<file path="src/rtl/idex_hazard_reg_pkg.sv">
// rns_pipe_pkg: shared pipeline types and the bubble constant for the RNS RISC pipeline.
package rns_pipe_pkg;
    localparam int CTRL_W = 8;
    typedef enum logic {RUN, STALL} state_t;
    typedef struct packed {
        logic              valid;
        logic              reg_wr_en;
        logic              load_true;
        logic [CTRL_W-1:0] ctrl;
        logic [3:0]        dest;
        logic [3:0]        op1_addr;
        logic [3:0]        op2_addr;
        logic [2:0]        op3_addr;
    } ex_ctrl_t;
    localparam ex_ctrl_t BUBBLE_CTRL = '0;
endpackage

</file>
<file path="src/rtl/idex_hazard_reg_if.sv">
// idex_hazard_reg_if: ID-side inputs and EX-side outputs of the ID/EX register.
interface idex_hazard_reg_if #(parameter int NUM_DOMAINS = 1);
    localparam int W = NUM_DOMAINS * 8;
    logic [3:0]   op1_addr_ID, op2_addr_ID, dest_addr_ID;
    logic [2:0]   op3_addr_ID;
    logic [W-1:0] op1_data_ID, op2_data_ID, op3_data_ID;
    logic         reg_wr_en_ID, load_true_ID, valid_ID, flush, ex_hold;
    logic [7:0]   ctrl_ID;
    logic [3:0]   op1_addr_IDtoEX, op2_addr_IDtoEX, dest_addr_EX;
    logic [2:0]   op3_addr_IDtoEX;
    logic [W-1:0] op1_data_IDtoEX, op2_data_IDtoEX, op3_data_IDtoEX;
    logic         reg_wr_en_EX, load_true_EX, valid_EX, stall_IFID;
    logic [7:0]   ctrl_EX;
    logic [15:0]  hazard_cnt;
    modport master (
        output op1_addr_ID, op2_addr_ID, op3_addr_ID, dest_addr_ID,
        output op1_data_ID, op2_data_ID, op3_data_ID,
        output reg_wr_en_ID, load_true_ID, valid_ID, ctrl_ID, flush, ex_hold,
        input  op1_addr_IDtoEX, op2_addr_IDtoEX, op3_addr_IDtoEX, dest_addr_EX,
        input  op1_data_IDtoEX, op2_data_IDtoEX, op3_data_IDtoEX,
        input  reg_wr_en_EX, load_true_EX, valid_EX, ctrl_EX, stall_IFID, hazard_cnt
    );
    modport slave (
        input  op1_addr_ID, op2_addr_ID, op3_addr_ID, dest_addr_ID,
        input  op1_data_ID, op2_data_ID, op3_data_ID,
        input  reg_wr_en_ID, load_true_ID, valid_ID, ctrl_ID, flush, ex_hold,
        output op1_addr_IDtoEX, op2_addr_IDtoEX, op3_addr_IDtoEX, dest_addr_EX,
        output op1_data_IDtoEX, op2_data_IDtoEX, op3_data_IDtoEX,
        output reg_wr_en_EX, load_true_EX, valid_EX, ctrl_EX, stall_IFID, hazard_cnt
    );
endinterface

</file>
<file path="src/rtl/idex_hazard_reg_load_use_detect.sv">
// load_use_detect: flags a valid load in EX whose destination is read by the valid instruction in ID.
module load_use_detect (
    input  logic       valid_ex,
    input  logic       load_ex,
    input  logic       wr_en_ex,
    input  logic [3:0] dest_ex,
    input  logic       valid_id,
    input  logic [3:0] op1_addr,
    input  logic [3:0] op2_addr,
    input  logic [2:0] op3_addr,
    output logic       hazard
);
    logic match;
    assign match  = (dest_ex == op1_addr) | (dest_ex == op2_addr) | (dest_ex == {1'b0, op3_addr});
    assign hazard = valid_ex & load_ex & wr_en_ex & valid_id & match;
endmodule

</file>
<file path="src/rtl/idex_hazard_reg.sv">
// idex_hazard_reg: ID/EX pipeline register with load-use stall FSM, flush/hold control and hazard counter.
module idex_hazard_reg
    import rns_pipe_pkg::*;
#(
    parameter int NUM_DOMAINS       = 1,
    parameter int LOAD_STALL_CYCLES = 1
) (
    input logic             clk,
    input logic             rst_n,
    idex_hazard_reg_if.slave bus
);
    localparam int         W        = NUM_DOMAINS * 8;
    localparam logic [3:0] CNT_INIT = 4'(LOAD_STALL_CYCLES - 1);

    state_t       state_q, state_d;
    logic [3:0]   cnt_q, cnt_d;
    logic [15:0]  hazard_cnt_q;
    ex_ctrl_t     ex_q, ex_d;
    logic [W-1:0] d1_q, d2_q, d3_q;
    logic         hazard, bubble, count, load;

    load_use_detect u_detect (
        .valid_ex (ex_q.valid),
        .load_ex  (ex_q.load_true),
        .wr_en_ex (ex_q.reg_wr_en),
        .dest_ex  (ex_q.dest),
        .valid_id (bus.valid_ID),
        .op1_addr (bus.op1_addr_ID),
        .op2_addr (bus.op2_addr_ID),
        .op3_addr (bus.op3_addr_ID),
        .hazard   (hazard)
    );

    // flush beats hold, hold beats stall/hazard; hold freezes everything
    always_comb begin
        state_d = state_q;
        cnt_d   = cnt_q;
        bubble  = 1'b0;
        count   = 1'b0;
        if (bus.flush) begin
            state_d = RUN;
            cnt_d   = '0;
            bubble  = 1'b1;
        end else if (!bus.ex_hold) begin
            if (state_q == STALL) begin
                bubble  = 1'b1;
                cnt_d   = cnt_q - 4'd1;
                state_d = (cnt_q == 4'd1) ? RUN : STALL;
            end else if (hazard) begin
                bubble = 1'b1;
                count  = 1'b1;
                if (LOAD_STALL_CYCLES > 1) begin
                    state_d = STALL;
                    cnt_d   = CNT_INIT;
                end
            end
        end
        ex_d = BUBBLE_CTRL;
        if (!bubble) begin
            ex_d.valid     = bus.valid_ID;
            ex_d.reg_wr_en = bus.reg_wr_en_ID & bus.valid_ID;
            ex_d.load_true = bus.load_true_ID & bus.valid_ID;
            ex_d.ctrl      = bus.ctrl_ID;
            ex_d.dest      = bus.dest_addr_ID;
            ex_d.op1_addr  = bus.op1_addr_ID;
            ex_d.op2_addr  = bus.op2_addr_ID;
            ex_d.op3_addr  = bus.op3_addr_ID;
        end
    end

    assign load           = bus.flush | ~bus.ex_hold;
    assign bus.stall_IFID = bus.ex_hold | (~bus.flush & ((state_q == STALL) | hazard));

    always_ff @(posedge clk or negedge rst_n) begin
        if (!rst_n) begin
            state_q      <= RUN;
            cnt_q        <= '0;
            hazard_cnt_q <= '0;
            ex_q         <= BUBBLE_CTRL;
            d1_q         <= '0;
            d2_q         <= '0;
            d3_q         <= '0;
        end else begin
            state_q <= state_d;
            cnt_q   <= cnt_d;
            if (count && hazard_cnt_q != 16'hFFFF)
                hazard_cnt_q <= hazard_cnt_q + 16'd1;
            if (load) begin
                ex_q <= ex_d;
                d1_q <= bubble ? '0 : bus.op1_data_ID;
                d2_q <= bubble ? '0 : bus.op2_data_ID;
                d3_q <= bubble ? '0 : bus.op3_data_ID;
            end
        end
    end

    assign bus.op1_addr_IDtoEX = ex_q.op1_addr;
    assign bus.op2_addr_IDtoEX = ex_q.op2_addr;
    assign bus.op3_addr_IDtoEX = ex_q.op3_addr;
    assign bus.dest_addr_EX    = ex_q.dest;
    assign bus.reg_wr_en_EX    = ex_q.reg_wr_en;
    assign bus.load_true_EX    = ex_q.load_true;
    assign bus.valid_EX        = ex_q.valid;
    assign bus.ctrl_EX         = ex_q.ctrl;
    assign bus.op1_data_IDtoEX = d1_q;
    assign bus.op2_data_IDtoEX = d2_q;
    assign bus.op3_data_IDtoEX = d3_q;
    assign bus.hazard_cnt      = hazard_cnt_q;
endmodule

</file>
<file path="src/flat_wrapper.sv">
// flat-port wrapper written by rule: the top's interface ports become plain ports
module idex_hazard_reg_flat import rns_pipe_pkg::*;
#(
    parameter int NUM_DOMAINS       = 1,
    parameter int LOAD_STALL_CYCLES = 1
)
  (clk, rst_n, bus_op1_addr_ID, bus_op2_addr_ID, bus_op3_addr_ID, bus_dest_addr_ID, bus_op1_data_ID, bus_op2_data_ID, bus_op3_data_ID, bus_reg_wr_en_ID, bus_load_true_ID, bus_valid_ID, bus_ctrl_ID, bus_flush, bus_ex_hold, bus_op1_addr_IDtoEX, bus_op2_addr_IDtoEX, bus_op3_addr_IDtoEX, bus_dest_addr_EX, bus_op1_data_IDtoEX, bus_op2_data_IDtoEX, bus_op3_data_IDtoEX, bus_reg_wr_en_EX, bus_load_true_EX, bus_valid_EX, bus_ctrl_EX, bus_stall_IFID, bus_hazard_cnt);
  idex_hazard_reg_if #(.NUM_DOMAINS(NUM_DOMAINS)) bus_i ();
  input logic clk;
  input logic rst_n;
  input wire logic [$bits(bus_i.op1_addr_ID)-1:0] bus_op1_addr_ID;
  input wire logic [$bits(bus_i.op2_addr_ID)-1:0] bus_op2_addr_ID;
  input wire logic [$bits(bus_i.op3_addr_ID)-1:0] bus_op3_addr_ID;
  input wire logic [$bits(bus_i.dest_addr_ID)-1:0] bus_dest_addr_ID;
  input wire logic [$bits(bus_i.op1_data_ID)-1:0] bus_op1_data_ID;
  input wire logic [$bits(bus_i.op2_data_ID)-1:0] bus_op2_data_ID;
  input wire logic [$bits(bus_i.op3_data_ID)-1:0] bus_op3_data_ID;
  input wire logic [$bits(bus_i.reg_wr_en_ID)-1:0] bus_reg_wr_en_ID;
  input wire logic [$bits(bus_i.load_true_ID)-1:0] bus_load_true_ID;
  input wire logic [$bits(bus_i.valid_ID)-1:0] bus_valid_ID;
  input wire logic [$bits(bus_i.ctrl_ID)-1:0] bus_ctrl_ID;
  input wire logic [$bits(bus_i.flush)-1:0] bus_flush;
  input wire logic [$bits(bus_i.ex_hold)-1:0] bus_ex_hold;
  output wire logic [$bits(bus_i.op1_addr_IDtoEX)-1:0] bus_op1_addr_IDtoEX;
  output wire logic [$bits(bus_i.op2_addr_IDtoEX)-1:0] bus_op2_addr_IDtoEX;
  output wire logic [$bits(bus_i.op3_addr_IDtoEX)-1:0] bus_op3_addr_IDtoEX;
  output wire logic [$bits(bus_i.dest_addr_EX)-1:0] bus_dest_addr_EX;
  output wire logic [$bits(bus_i.op1_data_IDtoEX)-1:0] bus_op1_data_IDtoEX;
  output wire logic [$bits(bus_i.op2_data_IDtoEX)-1:0] bus_op2_data_IDtoEX;
  output wire logic [$bits(bus_i.op3_data_IDtoEX)-1:0] bus_op3_data_IDtoEX;
  output wire logic [$bits(bus_i.reg_wr_en_EX)-1:0] bus_reg_wr_en_EX;
  output wire logic [$bits(bus_i.load_true_EX)-1:0] bus_load_true_EX;
  output wire logic [$bits(bus_i.valid_EX)-1:0] bus_valid_EX;
  output wire logic [$bits(bus_i.ctrl_EX)-1:0] bus_ctrl_EX;
  output wire logic [$bits(bus_i.stall_IFID)-1:0] bus_stall_IFID;
  output wire logic [$bits(bus_i.hazard_cnt)-1:0] bus_hazard_cnt;
  assign bus_i.op1_addr_ID = bus_op1_addr_ID;
  assign bus_i.op2_addr_ID = bus_op2_addr_ID;
  assign bus_i.op3_addr_ID = bus_op3_addr_ID;
  assign bus_i.dest_addr_ID = bus_dest_addr_ID;
  assign bus_i.op1_data_ID = bus_op1_data_ID;
  assign bus_i.op2_data_ID = bus_op2_data_ID;
  assign bus_i.op3_data_ID = bus_op3_data_ID;
  assign bus_i.reg_wr_en_ID = bus_reg_wr_en_ID;
  assign bus_i.load_true_ID = bus_load_true_ID;
  assign bus_i.valid_ID = bus_valid_ID;
  assign bus_i.ctrl_ID = bus_ctrl_ID;
  assign bus_i.flush = bus_flush;
  assign bus_i.ex_hold = bus_ex_hold;
  assign bus_op1_addr_IDtoEX = bus_i.op1_addr_IDtoEX;
  assign bus_op2_addr_IDtoEX = bus_i.op2_addr_IDtoEX;
  assign bus_op3_addr_IDtoEX = bus_i.op3_addr_IDtoEX;
  assign bus_dest_addr_EX = bus_i.dest_addr_EX;
  assign bus_op1_data_IDtoEX = bus_i.op1_data_IDtoEX;
  assign bus_op2_data_IDtoEX = bus_i.op2_data_IDtoEX;
  assign bus_op3_data_IDtoEX = bus_i.op3_data_IDtoEX;
  assign bus_reg_wr_en_EX = bus_i.reg_wr_en_EX;
  assign bus_load_true_EX = bus_i.load_true_EX;
  assign bus_valid_EX = bus_i.valid_EX;
  assign bus_ctrl_EX = bus_i.ctrl_EX;
  assign bus_stall_IFID = bus_i.stall_IFID;
  assign bus_hazard_cnt = bus_i.hazard_cnt;
  idex_hazard_reg #(.NUM_DOMAINS(NUM_DOMAINS), .LOAD_STALL_CYCLES(LOAD_STALL_CYCLES)) u_core (.clk(clk), .rst_n(rst_n), .bus(bus_i));
endmodule
</file>
<file path="config.mk">
export PLATFORM = sky130hd
export DESIGN_NAME = idex_hazard_reg_flat
export DESIGN_NICKNAME = d
export VERILOG_FILES = /design/src/rtl/idex_hazard_reg_pkg.sv /design/src/rtl/idex_hazard_reg_if.sv /design/src/rtl/idex_hazard_reg_load_use_detect.sv /design/src/rtl/idex_hazard_reg.sv /design/src/flat_wrapper.sv
export SDC_FILE = /design/constraint.sdc
export NUM_CORES = 1
export LEC_CHECK = 0
export BUFFER_PORTS_ARGS = -buffer_cell sky130_fd_sc_hd__clkbuf_2
export CAP_MARGIN = 20
export CELL_PAD_IN_SITES_DETAIL_PLACEMENT = 0
export CELL_PAD_IN_SITES_GLOBAL_PLACEMENT = 1
export CORE_MARGIN = 3
export CORE_UTILIZATION = 37
export DETAILED_ROUTE_END_ITERATION = 8
export PLACE_DENSITY = 0.79
export SLEW_MARGIN = 20
export SYNTH_ARGS = -nofsm -noshare
export SYNTH_HDL_FRONTEND = slang
export SYNTH_SLANG_ARGS = --single-unit
</file>
<file path="constraint.sdc">
create_clock -name clk -period 2.24 [get_ports clk]
set_clock_uncertainty 0.05 [all_clocks]
set_input_delay 0.224 -clock clk [delete_from_list [all_inputs] [get_ports clk]]
set_output_delay 0.224 -clock clk [all_outputs]
set_load 0.005 [all_outputs]
</file>
**Yosys cells after proc, flatten, opt, wreduce, memory -nomap -nowiden**

Cells that the tools add are included.
W data, S select, Z words.

- Multiplexer cells: 18
- Add/subtract/negate cells: 2
- Equal/unequal tests: 6
- Reduce and logical (&&, ||, !) cells: 3
- Bitwise operators: 14

Operators with widths:

| cell | count |
|---|---|
| $mux W26 | 1 |
| $mux W8 | 3 |
| $add A16 B1 Y16 const B | 1 |
| $ne A16 B16 Y1 const B | 1 |
| $mux W4 | 3 |
| $mux W1 | 11 |
| $eq A4 B4 Y1 | 2 |
| $and A1 B1 Y1 | 7 |
| $or A1 B1 Y1 | 5 |
| $eq A4 B1 Y1 const B | 1 |
| $eq A4 B3 Y1 | 1 |
| $sub A4 B1 Y4 const B | 1 |
| $ne A2 B2 Y1 const B | 1 |
| $not A1 Y1 | 2 |
| $reduce_and A2 Y1 | 1 |
| $reduce_bool A2 Y1 | 1 |
| $logic_and A1 B1 Y1 | 1 |

- Register bits after elaboration: 71
- Output and inout port bits: 67

**Longest topological paths before layout**

- Depth after elaboration: 9
- Depth in mapped cells: 6
- Gate-level depth less buffers: 6

**Modules after synthesis**

Synthesis repeated with hierarchy kept, for this count alone.

- Cells, all modules: 237
- Area, all modules: 2972.9 µm²

Modules (own cells, without submodules):

| module | seq. area each (µm²) | cells each | area each (µm²) | instances |
|---|---|---|---|---|
| idex_hazard_reg | 1776.7 | 221 | 2844.0 | 1 |
| load_use_detect | 0.0 | 16 | 128.9 | 1 |

**Worst setup path after synthesis**

No wires, ideal clock.

- Path type: reg-to-reg
- Start: register u_core.ex_q (netlist bit u_core.bus.dest_addr_EX[1])
- End: register u_core.ex_q (netlist bit u_core.bus.dest_addr_EX[0])
- Stages on the path, launching flop included: 7
- Arrival: 1687 ps
- Slack: 382 ps
- Library setup time: 121 ps
- Path through: dfrtp_1 -> xor2_1 -> nor4_1 -> nor3_2 -> o21a_2 -> buf_4 -> a22o_1

- Word-level cells in the longest chain between the ends: 9
- Elaborated cells on any way between the ends: 11
- Classes of those cells: eq/ne (3); mux (5); bitwise (3)

RTL lines:

| item | RTL line | RTL |
|---|---|---|
| start: declaration | idex_hazard_reg.sv:18 | `ex_ctrl_t ex_q, ex_d;` |
| start signal: assignment | idex_hazard_reg.sv:79 | `ex_q <= BUBBLE_CTRL;` |
| start signal: assignment | idex_hazard_reg.sv:89 | `ex_q <= ex_d;` |
| $eq A4 B4 Y1 | idex_hazard_reg_load_use_detect.sv:14 | `assign match = (dest_ex == op1_addr) \| (dest_ex == op2_addr) \| (dest_ex == {1'b0, op3_addr});` |
| $or A1 B1 Y1 | idex_hazard_reg_load_use_detect.sv:14 |  |
| $or A1 B1 Y1 (*) | idex_hazard_reg_load_use_detect.sv:14 |  |
| $and A1 B1 Y1 (*) | idex_hazard_reg_load_use_detect.sv:15 | `assign hazard = valid_ex & load_ex & wr_en_ex & valid_id & match;` |
| $mux W1 (*) | idex_hazard_reg.sv:49 | `end else if (hazard) begin` |
| $mux W1 (*) | idex_hazard_reg.sv:45 | `if (state_q == STALL) begin` |
| $mux W1 (*) | idex_hazard_reg.sv:44 | `end else if (!bus.ex_hold) begin` |
| $mux W1 (*) | idex_hazard_reg.sv:40 | `if (bus.flush) begin` |
| $mux W26 (*) | idex_hazard_reg.sv:59 | `if (!bubble) begin` |

Every way passes the cells marked *; elsewhere a longest branch is shown, timed or not.
A chain may end at the register's enable or synchronous reset.

**Worst setup path in the final report**

- Start: register u_core.ex_q (netlist bit u_core.bus.dest_addr_EX[2])
- End: output port bus_stall_IFID

- Word-level cells in the longest chain between the ends: 7
- Elaborated cells on any way between the ends: 9
- Classes of those cells: eq/ne (3); bitwise (6)

RTL lines:

| item | RTL line | RTL |
|---|---|---|
| $eq A4 B4 Y1 | idex_hazard_reg_load_use_detect.sv:14 |  |
| $or A1 B1 Y1 | idex_hazard_reg_load_use_detect.sv:14 |  |
| $or A1 B1 Y1 (*) | idex_hazard_reg_load_use_detect.sv:14 |  |
| $and A1 B1 Y1 (*) | idex_hazard_reg_load_use_detect.sv:15 |  |
| $or A1 B1 Y1 (*) | idex_hazard_reg.sv:72 | `assign bus.stall_IFID = bus.ex_hold \| (~bus.flush & ((state_q == STALL) \| hazard));` |
| $and A1 B1 Y1 (*) | idex_hazard_reg.sv:72 |  |
| $or A1 B1 Y1 (*) | idex_hazard_reg.sv:72 |  |
| end: declaration | flat_wrapper.sv:35 | `output wire logic [$bits(bus_i.stall_IFID)-1:0] bus_stall_IFID;` |

Marked as above.

==> results.yml <==
detailed_routing:
  antenna_left: 0
  vias: 2325
  post_drt_wl_per_cell_um: 15.1
  drt_iter0_markers: 48
  routed_via_density: 5.01
  dr.pass1.iters: 4
  drt_wl_total_um: 7000
  route.detailed.drc: 0
synthesis:
  synth_area_sq_um: 2960
  seq_area_frac_synth: 0.599
  synth.top_cell.area_share: 0.599
  ys_warn_count: 0
  avgSynthCellArea_sq_um: 12.9
  synthMuxAreaShare: 0.00380
  post_synth_num_cell_types: 36
  synth-xor-area-share: 0.0857
  synth_area_leaders: "dfrtp_1 60%, a22o_1 14%, xor2_1 8.3%"
  synth-compound-area-share: 0.163
  synth_top_family_by_area: "compound AO/OA/AOI/OAI gates"
  ys_seq_elements: 71
  synth_fp_nets: 287
  synth-edff-count: 0
  async_flop_share: 1.00
  synth_fa_ha_area_frac: 0.0127
  yosys.area_share.simple: 0.108
  yosys.area.top_type: "dfrtp_1"
  synthCells: 230
  synth_flop_cell: "dfrtp_1"
power:
  p_per_area_nw_per_um2: 636
  clkPwrFrac: 0.337
  intPower_uw: 1870
  pwr-share-comb: 0.119
  switching_share: 0.253
  seqPwrFrac: 0.544
  p_leak_uw: 0.00208
  p_total_uw: 2510
  irDropWorstVdd_mv: 0.245
  power.switching_uw: 636
sta:
  max_freq_ghz: 0.463
  slew_headroom: 0.413
  post-route-period-util: 0.964
  final-hold-violation-count: 0
  slew_violations: 0
  final_period_minus_worst_setup_slack_ps: 2160
  rsz0062_at_grt: "yes"
  worst_pin_slew_ps: 881
  setup_tns_ps: 0
  setup_viol: 0
critical_path:
  r2r_end: "u_core.bus.reg_wr_en_EX"
  timing_worst_setup_path_type: "reg2out"
  start_kind: "register"
  cp.arrival_ps: 1890
  reg2regPathDepth: 8
  path_max_fanout: 4
  crit_path_end_kind: "output pin"
  timing.rr.start: "u_core.bus.dest_addr_EX[2]"
  r2r_slack_ps: 120
  cp_data_required_time_ps: 1970
min_path:
  min-delay-start: "bus_op3_data_ID[7]"
  hold_depth: 2
  hold_class: "in2reg"
  min_to: "u_core.bus.op3_data_IDtoEX[7]"
global_routing:
  grt_usage: 0.157
  antenna_found_initial: 0
  grt-ovfl-total: 0
  grt_max_degree: 72
  grt_pass1_wl_um: 10900
  grt_pass1_vias: 2195
finish:
  nets: 414
  antenna_cells: 0
  area_growth_pct: 33.2
  final_util: 0.508
  drive_above_1_share: 0.434
clocking:
  clock_path_buffers: 2
  htreeDepth: 3
  clock_latency_ps: 340
  path_clk_slew_ps: 70
  numCtsBuffers: 9
  cts.sinks: 71
  cts_tree: "yes"
  cts_root_buffer: "clkbuf_8"
floorplan:
  start_util: 0.382
  die_area_sq_um: 9120
  die_h_um: 95.5
  io_pins: 121
  core_area_sq_um: 7770
  dieWidth_um: 95.5
  rows: 32
outcome:
  status: "finished clean"
place:
  hpwl_um: 4940
  io_buffers: 120
  gp_congestion: 0.724
run:
  drv_cap: 0
## cells in the mapped netlist, types with 2 or more instances
| cell type | count |
|---|---|
| inv_1 | 2 |
| buf_4 | 4 |
| xor2_1 | 28 |
| nor3b_1 | 3 |
| nor2_1 | 7 |
| ha_1 | 3 |
| clkbuf_1 | 5 |
| nand3_1 | 8 |
| buf_2 | 2 |
| nor4b_1 | 2 |
| and4_1 | 2 |
| nand4_1 | 3 |
| nor4_1 | 7 |
| dfrtp_1 | 71 |
| nor3_1 | 9 |
| nand2_1 | 5 |
| a22o_1 | 48 |
| nor2b_1 | 2 |
| a32o_1 | 2 |
## cell usage in the layout, fill, tap and decap left out, types with 4 or more instances in the layout
master    count
nand2_1       5
a22o_1       48
clkbuf_2    118
dfrtp_1      69
clkbuf_8      9
xor2_1       26
nor4_1        4
nor2_1        6
nand3_1       8
nor3_1        9
buf_4         6
## kinds of logic (layout without fill, tap and decap cells)
logic type / count (synthesis) / count (layout)
buffers and inverters: 15 / 147
AOI/OAI and AO/OA: 56 / 56
and+or+nand+nor: 55 / 55
xor gates and xnor gates: 29 / 29
muxes: 1 / 1
DFF: 71 / 71
adders and majority gates: 3 / 3
## worst max-delay path: stages, from the launching register on
cell and delay, ps:
dfrtp_2 450, buf_6 130, xor2_2 150, nor4_4 260, nor3_4 80, o21ba_2 200
o21bai_1 140, buf_2 130
## how the worst max path moves through the flow
stage,from,endpoint,slack [ps],depth (start not counted)
final,u_core.bus.dest_addr_EX[2],bus_stall_IFID,80,7
after global routing,u_core.bus.dest_addr_EX[2],bus_stall_IFID,-40,7
after CTS,u_core.bus.dest_addr_EX[2],bus_stall_IFID,4,6
after detailed placement,u_core.bus.dest_addr_EX[1],bus_stall_IFID,190,7
after global placement,u_core.bus.dest_addr_EX[1],bus_stall_IFID,240,7
after floorplan,u_core.bus.dest_addr_EX[1],u_core.bus.dest_addr_EX[0],380,6
## power by group through the flow
stage	clock [uW]	combinational [uW]	sequential, uW
final	845	298	1370
after global routing	936	328	1370
after CTS	884	292	1370
after detailed placement	0	277	1390
after global placement	0	272	1390
after floorplan	0	110	1390
## flip-flops by register name (all words and copies together), names as in the netlist, 4 cells and up
register                    cells
u_core.cnt_q                    4
u_core.bus.ctrl_EX              8
u_core.bus.dest_addr_EX         4
u_core.bus.op3_data_IDtoEX      8
u_core.bus.op1_addr_IDtoEX      4
u_core.bus.op2_data_IDtoEX      8
u_core.bus.hazard_cnt          16
u_core.bus.op1_data_IDtoEX      8
u_core.bus.op2_addr_IDtoEX      4
## layer usage
| metal | vias up | share of wire | GRT usage |
|---|---|---|---|
| li1 | 1104 | - | - |
| met1 | 1127 | 0.46 | 0.217 |
| met2 | 85 | 0.45 | 0.229 |
| met3 | 9 | 0.078 | 0.0513 |
| met4 | 0 | 0.010 | 0.0604 |
| met5 | - | 0 | 0 |
## per-stage QoR
stage,instance area [sq um],cells,setup slack [ps],hold slack [ps]
floorplan,2960,230,382,-122
finish,3950,464,80.1,53.1
CTS,3900,463,3.94,28.6
global placement,3690,444,240,353
global route,3950,464,-40.0,37.2
detailed placement,3690,444,194,356
## cell type report
| type | instances | area [sq um] |
|---|---|---|
| clock buffers | 12 | 135 |
| clock inverters | 4 | 22.5 |
| fillers | 742 | 3820 |
| inverters | 2 | 7.51 |
| multi-input cells | 144 | 1170 |
| flip-flops and latches | 71 | 1780 |
| well taps | 102 | 128 |
| repair buffers | 129 | 702 |
## repair_timing
action	4_1_cts	5_1_grt
buffers inserted	3	1
setup endpoints to repair	1	6
pin swaps	2	6
resized for setup	6	7
endpoints found under the hold margin	71	0
hold buffers	1	0
cloned	0	0
Note: power is estimated with default switching activity, not from simulation.
